$ cat config.mk
export PLATFORM = sky130hd
export DESIGN_NAME = mem_loader
export DESIGN_NICKNAME = d
export VERILOG_FILES = /design/src/rtl/loader_pkg.sv /design/src/rtl/mem_loader_word_asm.sv /design/src/rtl/mem_loader.sv
export SDC_FILE = /design/constraint.sdc
export NUM_CORES = 1
export LEC_CHECK = 0
export CORE_MARGIN = 3
export CORE_UTILIZATION = 45
export CTS_BUF_LIST = sky130_fd_sc_hd__clkbuf_8
export DETAILED_ROUTE_END_ITERATION = 8
export GPL_ROUTABILITY_DRIVEN = 0
export PLACE_DENSITY = 0.78
export SYNTH_ARGS = -nofsm -noshare
export SYNTH_HDL_FRONTEND = slang
export SYNTH_SLANG_ARGS = --single-unit
$ cat constraint.sdc
create_clock -name clk -period 2.6 [get_ports clk]
set_clock_uncertainty 0.15 [all_clocks]
set_input_delay 0.26 -clock clk [delete_from_list [all_inputs] [get_ports clk]]
set_output_delay 0.26 -clock clk [all_outputs]
set_load 0.1 [all_outputs]
$ cat src/rtl/loader_pkg.sv
// Shared types and constants for the byte-stream memory loader.
// Contents:
//   ldr_state_t - loader FSM state encoding
//   CMD_*       - frame command bytes
package loader_pkg;

    typedef enum logic [2:0] {
        StIdle,
        StLen0,
        StLen1,
        StAdr0,
        StAdr1,
        StData,
        StWrite,
        StDone
    } ldr_state_t;

    localparam logic [7:0] CMD_IMEM = 8'hA1;
    localparam logic [7:0] CMD_DMEM = 8'hD1;
    localparam logic [7:0] CMD_GO   = 8'h5A;

endpackage

$ cat src/rtl/mem_loader_word_asm.sv
// Word assembler: collects bytes LSB-first into a DMEM_DW-wide register.
// Ports:
//   clk, reset_b  - clock, synchronous active-low reset
//   clear         - drop the current word and restart at byte 0
//   load          - accept byte_in into the next byte lane
//   sel_dmem      - 1: word is DMEM_DW/8 bytes, 0: IMEM_DW/8 bytes
//   byte_in       - incoming byte
//   word          - assembled word (IMEM words occupy the low IMEM_DW bits)
//   word_full     - the byte being loaded this cycle completes the word
module mem_loader_word_asm #(
    parameter int unsigned IMEM_DW = 32,
    parameter int unsigned DMEM_DW = 64
) (
    input  logic               clk,
    input  logic               reset_b,
    input  logic               clear,
    input  logic               load,
    input  logic               sel_dmem,
    input  logic [7:0]         byte_in,
    output logic [DMEM_DW-1:0] word,
    output logic               word_full
);

    localparam int unsigned DMEM_BYTES = DMEM_DW / 8;
    localparam int unsigned IMEM_BYTES = IMEM_DW / 8;
    localparam int unsigned CW         = (DMEM_BYTES > 1) ? $clog2(DMEM_BYTES) : 1;

    logic [CW-1:0]      cnt_q, cnt_d, last_idx;
    logic [DMEM_DW-1:0] word_q, word_d;

    assign last_idx  = sel_dmem ? CW'(DMEM_BYTES - 1) : CW'(IMEM_BYTES - 1);
    assign word_full = load && (cnt_q == last_idx);
    assign word      = word_q;

    always_comb begin
        cnt_d  = cnt_q;
        word_d = word_q;
        if (clear) begin
            cnt_d  = '0;
            word_d = '0;
        end else if (load) begin
            // Bytes land in fixed lanes so a short IMEM word ends up in the low bits.
            word_d[{cnt_q, 3'b000} +: 8] = byte_in;
            cnt_d = word_full ? '0 : cnt_q + 1'b1;
        end
    end

    always_ff @(posedge clk) begin
        if (!reset_b) begin
            cnt_q  <= '0;
            word_q <= '0;
        end else begin
            cnt_q  <= cnt_d;
            word_q <= word_d;
        end
    end

endmodule

$ cat src/rtl/mem_loader.sv
// Framed byte-stream loader that writes words into IMEM/DMEM and holds the
// CPU in reset until a GO command arrives.
// Frame: CMD, LEN_LO, LEN_HI, ADR_LO, ADR_HI, then LEN words LSB byte first.
// Ports:
//   clk, reset_b             - clock, synchronous active-low reset
//   rx_valid/rx_data/rx_ready - byte link from host
//   imem_we/addr/wdata       - IMEM write port (1-cycle strobe)
//   dmem_we/addr/wdata       - DMEM write port (1-cycle strobe)
//   cpu_reset_b              - active-low CPU reset, released by GO
//   load_done                - GO received; loader is parked
//   err                      - sticky unknown-command flag
module mem_loader
    import loader_pkg::*;
#(
    parameter int unsigned IMEM_AW = 8,
    parameter int unsigned DMEM_AW = 8,
    parameter int unsigned IMEM_DW = 32,
    parameter int unsigned DMEM_DW = 64
) (
    input  logic               clk,
    input  logic               reset_b,
    input  logic               rx_valid,
    input  logic [7:0]         rx_data,
    output logic               rx_ready,
    output logic               imem_we,
    output logic [IMEM_AW-1:0] imem_addr,
    output logic [IMEM_DW-1:0] imem_wdata,
    output logic               dmem_we,
    output logic [DMEM_AW-1:0] dmem_addr,
    output logic [DMEM_DW-1:0] dmem_wdata,
    output logic               cpu_reset_b,
    output logic               load_done,
    output logic               err
);

    ldr_state_t state_q, state_d;
    logic        tgt_dmem_q, tgt_dmem_d;
    logic [15:0] rem_q, rem_d;
    logic [15:0] addr_q, addr_d;
    logic        err_q, err_d;

    logic               accept;
    logic               asm_load, asm_clear, word_full;
    logic [DMEM_DW-1:0] asm_word;
    logic               unused_addr;

    assign rx_ready = (state_q != StWrite) && (state_q != StDone);
    assign accept   = rx_valid && rx_ready;

    mem_loader_word_asm #(
        .IMEM_DW(IMEM_DW),
        .DMEM_DW(DMEM_DW)
    ) u_word_asm (
        .clk       (clk),
        .reset_b   (reset_b),
        .clear     (asm_clear),
        .load      (asm_load),
        .sel_dmem  (tgt_dmem_q),
        .byte_in   (rx_data),
        .word      (asm_word),
        .word_full (word_full)
    );

    always_comb begin
        state_d    = state_q;
        tgt_dmem_d = tgt_dmem_q;
        rem_d      = rem_q;
        addr_d     = addr_q;
        err_d      = err_q;
        asm_load   = 1'b0;
        asm_clear  = 1'b0;
        unique case (state_q)
            StIdle: begin
                if (accept) begin
                    if (rx_data == CMD_IMEM) begin
                        tgt_dmem_d = 1'b0;
                        state_d    = StLen0;
                    end else if (rx_data == CMD_DMEM) begin
                        tgt_dmem_d = 1'b1;
                        state_d    = StLen0;
                    end else if (rx_data == CMD_GO) begin
                        state_d = StDone;
                    end else begin
                        err_d = 1'b1;
                    end
                end
            end
            StLen0: begin
                if (accept) begin
                    rem_d[7:0] = rx_data;
                    state_d    = StLen1;
                end
            end
            StLen1: begin
                if (accept) begin
                    rem_d[15:8] = rx_data;
                    state_d     = StAdr0;
                end
            end
            StAdr0: begin
                if (accept) begin
                    addr_d[7:0] = rx_data;
                    state_d     = StAdr1;
                end
            end
            StAdr1: begin
                if (accept) begin
                    addr_d[15:8] = rx_data;
                    state_d      = (rem_q == 16'd0) ? StIdle : StData;
                end
            end
            StData: begin
                asm_load = accept;
                if (word_full) begin
                    state_d = StWrite;
                end
            end
            StWrite: begin
                // Full 16-bit increment; the truncated output slice wraps mod 2^AW.
                addr_d    = addr_q + 16'd1;
                rem_d     = rem_q - 16'd1;
                asm_clear = 1'b1;
                state_d   = (rem_q == 16'd1) ? StIdle : StData;
            end
            StDone: begin
                state_d = StDone;
            end
        endcase
    end

    always_ff @(posedge clk) begin
        if (!reset_b) begin
            state_q    <= StIdle;
            tgt_dmem_q <= 1'b0;
            rem_q      <= '0;
            addr_q     <= '0;
            err_q      <= 1'b0;
        end else begin
            state_q    <= state_d;
            tgt_dmem_q <= tgt_dmem_d;
            rem_q      <= rem_d;
            addr_q     <= addr_d;
            err_q      <= err_d;
        end
    end

    // Upper address bits beyond the memory widths are accepted and ignored.
    assign unused_addr = ^addr_q;

    assign imem_we     = (state_q == StWrite) && !tgt_dmem_q;
    assign dmem_we     = (state_q == StWrite) && tgt_dmem_q;
    assign imem_addr   = addr_q[IMEM_AW-1:0];
    assign dmem_addr   = addr_q[DMEM_AW-1:0];
    assign imem_wdata  = asm_word[IMEM_DW-1:0];
    assign dmem_wdata  = asm_word;
    assign cpu_reset_b = (state_q == StDone);
    assign load_done   = (state_q == StDone);
    assign err         = err_q;

endmodule

==> results_dict.tcl <==
set metrics [dict create \
    period_share_pct 93.3 \
    worstReg2RegEnd "u_word_asm.word[62]" \
    max_freq_ghz 0.412 \
    yosysTopAreaCellShare_pct 40.2 \
    dp_hpwl_um 8990 \
    core-area_um2 10000 \
    grt_pass1_vias 4067 \
    p_seq_share_pct 43.8 \
    routed_wl_um 12700 \
    seq_area_frac_synth_pct 40.2 \
    yosysMostFrequentCell "dfxtp_1" \
    p_leak_nw 2.54 \
    port_buffers 128 \
    n_antenna_cell 0 \
    grt.total_usage_pct 21.4 \
    syn_nets 543 \
    drt_pre_antenna_iters 7 \
    whs_path_depth 2 \
    min_from "u_word_asm.word[39]" \
    synth_area_leaders "dfxtp_1 (40%), mux2i_1 (14%), buf_4 (6.4%)" \
    final_cell_area_um2 5980 \
    htreeDepth 3 \
    p_clk_share_pct 27.8 \
    io_pins 129 \
    crit_slowest_cell "dfxtp_1" \
    grt_max_degree 68 \
    instances_no_fill 756 \
    slew_viol_final 0 \
    hold_buffers 0 \
    netlist_area_um2 4780 \
    post_cts_resized 0 \
    placed_cells 741 \
    status "finished clean" \
    numCtsBuffers 9 \
    synth_warnings 0 \
    die_y_um 109 \
    p_sw_mw 1.37 \
    holdPathEnd "u_word_asm.word[39]" \
    period_needed_ns 2.43 \
    power_mw 3.86 \
    synthCells 526 \
    num_rows 36 \
    crit_path_start_kind "flop" \
    placed_area_um2 5760 \
    r2r_setup_slack_ns 0.20 \
    finalSetupTns_ns 0 \
    p_int_mw 2.49 \
    synth_seq_cells 96 \
    drive_gt1_share_pct 30.0 \
    fill_cells 887 \
    setup_viol 0 \
    drc 0 \
    cp-startpoint "state_q[0]" \
    cp_top_family "flip-flops" \
    worst-setup-path-type "reg -> out" \
    drt_iter0_markers 150 \
    dieWidth_um 109 \
    area_growth_pct 25.1 \
    crit_chain "and3b_1 -> buf_4 -> and2_1 -> buf_12" \
    combPwrFrac_pct 28.4 \
    yosysTopAreaCell "dfxtp_1" \
    end_kind "output port" \
    fin_nets 636 \
    final_hold_viol_count 0 \
    dieArea_um2 11900 \
    final_antenna_net_count 0 \
    initial_core_util_pct 47.6 \
    grt_pass1_wl_um 20300 \
    critPathArrivalTime_ns 2.02 \
    clock_tree.root_cell "clkbuf_8" \
    rsz0062_at_grt "no" \
    clkSinkCount 96 \
    switching_share_pct 35.5 \
    r2r_start "u_word_asm.cnt_q[1]" \
    wl_per_cell_um 16.9 \
    synth_async_sr_flop_share_pct 0 \
    maxCapViolCount 0 \
    num_vias 4168 \
    r2r_cells 7 \
    tritoncts "yes" \
    synth.distinct_cells 64 \
    slew_headroom_pct 58.8 \
    pwr_density_cell_nw_per_um2 647 \
    cts_setup_buffers 0 \
    synth_edf_count 0 \
    grt_remaining_overflow 0 \
    tightest_slew_ns 0.617 \
    synth_common_cells "dfxtp_1 (96), nor2_1 (81), mux2i_1 (65)" \
    whs_ns 0.360 \
    path_max_fanout 18 \
    grt_antenna_before_repair 0 \
    hold_class "reg -> reg" \
    required_ns 2.19 \
    crit_buf_inv 2 \
    clk-insertion-delay-late_ns 0.36 \
    clockBufferDepth 2 \
    cpPeakStageDelay_ns 0.72 \
    syn_avg_cell_area_um2 9.08 \
    ir_drop_mv 0.359 \
    ys.flop_type "dfxtp_1" \
    avgViaCountPerCell 5.51 \
    clk_pin_slew_ns 0.10 \
]
==> metal layers <==
| layer | track usage (%) | wire, um |
|---|---|---|
| met1 | 27.8 | 5490 |
| met2 | 33.9 | 5920 |
| met3 | 7.64 | 1240 |
| met5 | 0 | 0 |
| met4 | 5.59 | 100 |
==> how the worst max path moves through the flow <==
stage                          end  cells past startpoint
4_1_cts                    dmem_we                      4
5_1_grt        u_word_asm.word[58]                      7
6_report                   dmem_we                      4
3_3_place_gp   u_word_asm.word[57]                      5
2_1_floorplan            load_done                      5
3_5_place_dp   u_word_asm.word[62]                      7
==> registers in the layout, summed over array words and instances, names as in the netlist <==
| name | flops |
|---|---|
| u_word_asm.cnt_q | 3 |
| rem_q | 16 |
| u_word_asm.word | 64 |
| addr_q | 8 |
| tgt_dmem_q | 1 |
| err | 1 |
| state_q | 3 |
==> cell type report <==
cell class,instances,area [um^2],share of cell area (%)
timing repair buffer,158,1270,21.3
clock buffer,9,124,2.07
tap,133,166,2.78
sequential,96,1920,32.2
inverter,13,48.8,0.817
multi-input combinational,341,2350,39.3
clock inverter,6,90.1,1.51
==> layout by cell type, fill, tap and decap left out, types with 3 or more instances in the layout <==
cell / instances
nand3_1: 10
or3_1: 6
dfxtp_1: 96
nand2b_1: 4
clkdlybuf4s50_1: 10
nand2_1: 25
buf_12: 5
clkbuf_8: 9
and2_1: 3
a22oi_1: 3
a21oi_1: 13
nor4_1: 3
buf_4: 143
nor3_1: 8
nor3_4: 3
o211ai_1: 3
mux2i_1: 65
and3_1: 3
a31oi_1: 11
nor2_2: 7
nor4_4: 3
nand4_1: 7
ha_1: 6
a311oi_1: 3
o21ai_0: 18
nor2_1: 79
a211oi_1: 6
nand3b_1: 3
inv_1: 12
o31a_1: 3
==> worst register-to-register path, delay by kind of cell (launching register included) <==
kind / cells / cell delay, ns
mux: 1 / 0.25
simple gates: 3 / 1.02
flops: 1 / 0.42
buf+inv: 1 / 0.07
fa+ha+maj: 2 / 0.38
==> cells by family after synthesis <==
group / synth area share [%]
XOR/XNOR: 0.183
AO/OA/AOI/OAI: 11.7
multiplexers: 13.9
flip-flops: 40.2
buffers and inverters: 10.8
AND/OR/NAND/NOR: 21.7
adder cells (fa/ha/maj): 1.57
==> power by group through the flow <==
stage	clock (mW)	sequential (mW)	combinational, mW
2_1_floorplan	0	1.76	0.763
3_3_place_gp	0	1.71	1.07
3_5_place_dp	0	1.72	1.08
4_1_cts	1.10	1.69	1.09
5_1_grt	1.16	1.71	1.18
6_report	1.07	1.69	1.10
==> stage by stage <==
stage	setup slack (ns)	utilization (%)
after detailed placement	0.210	57.4
after CTS	0.151	59.5
after floorplan	0.0978	-
final	0.174	59.5
after global routing	0.00505	59.5
after global placement	0.277	57.4
(Power assumes the default switching activity.)
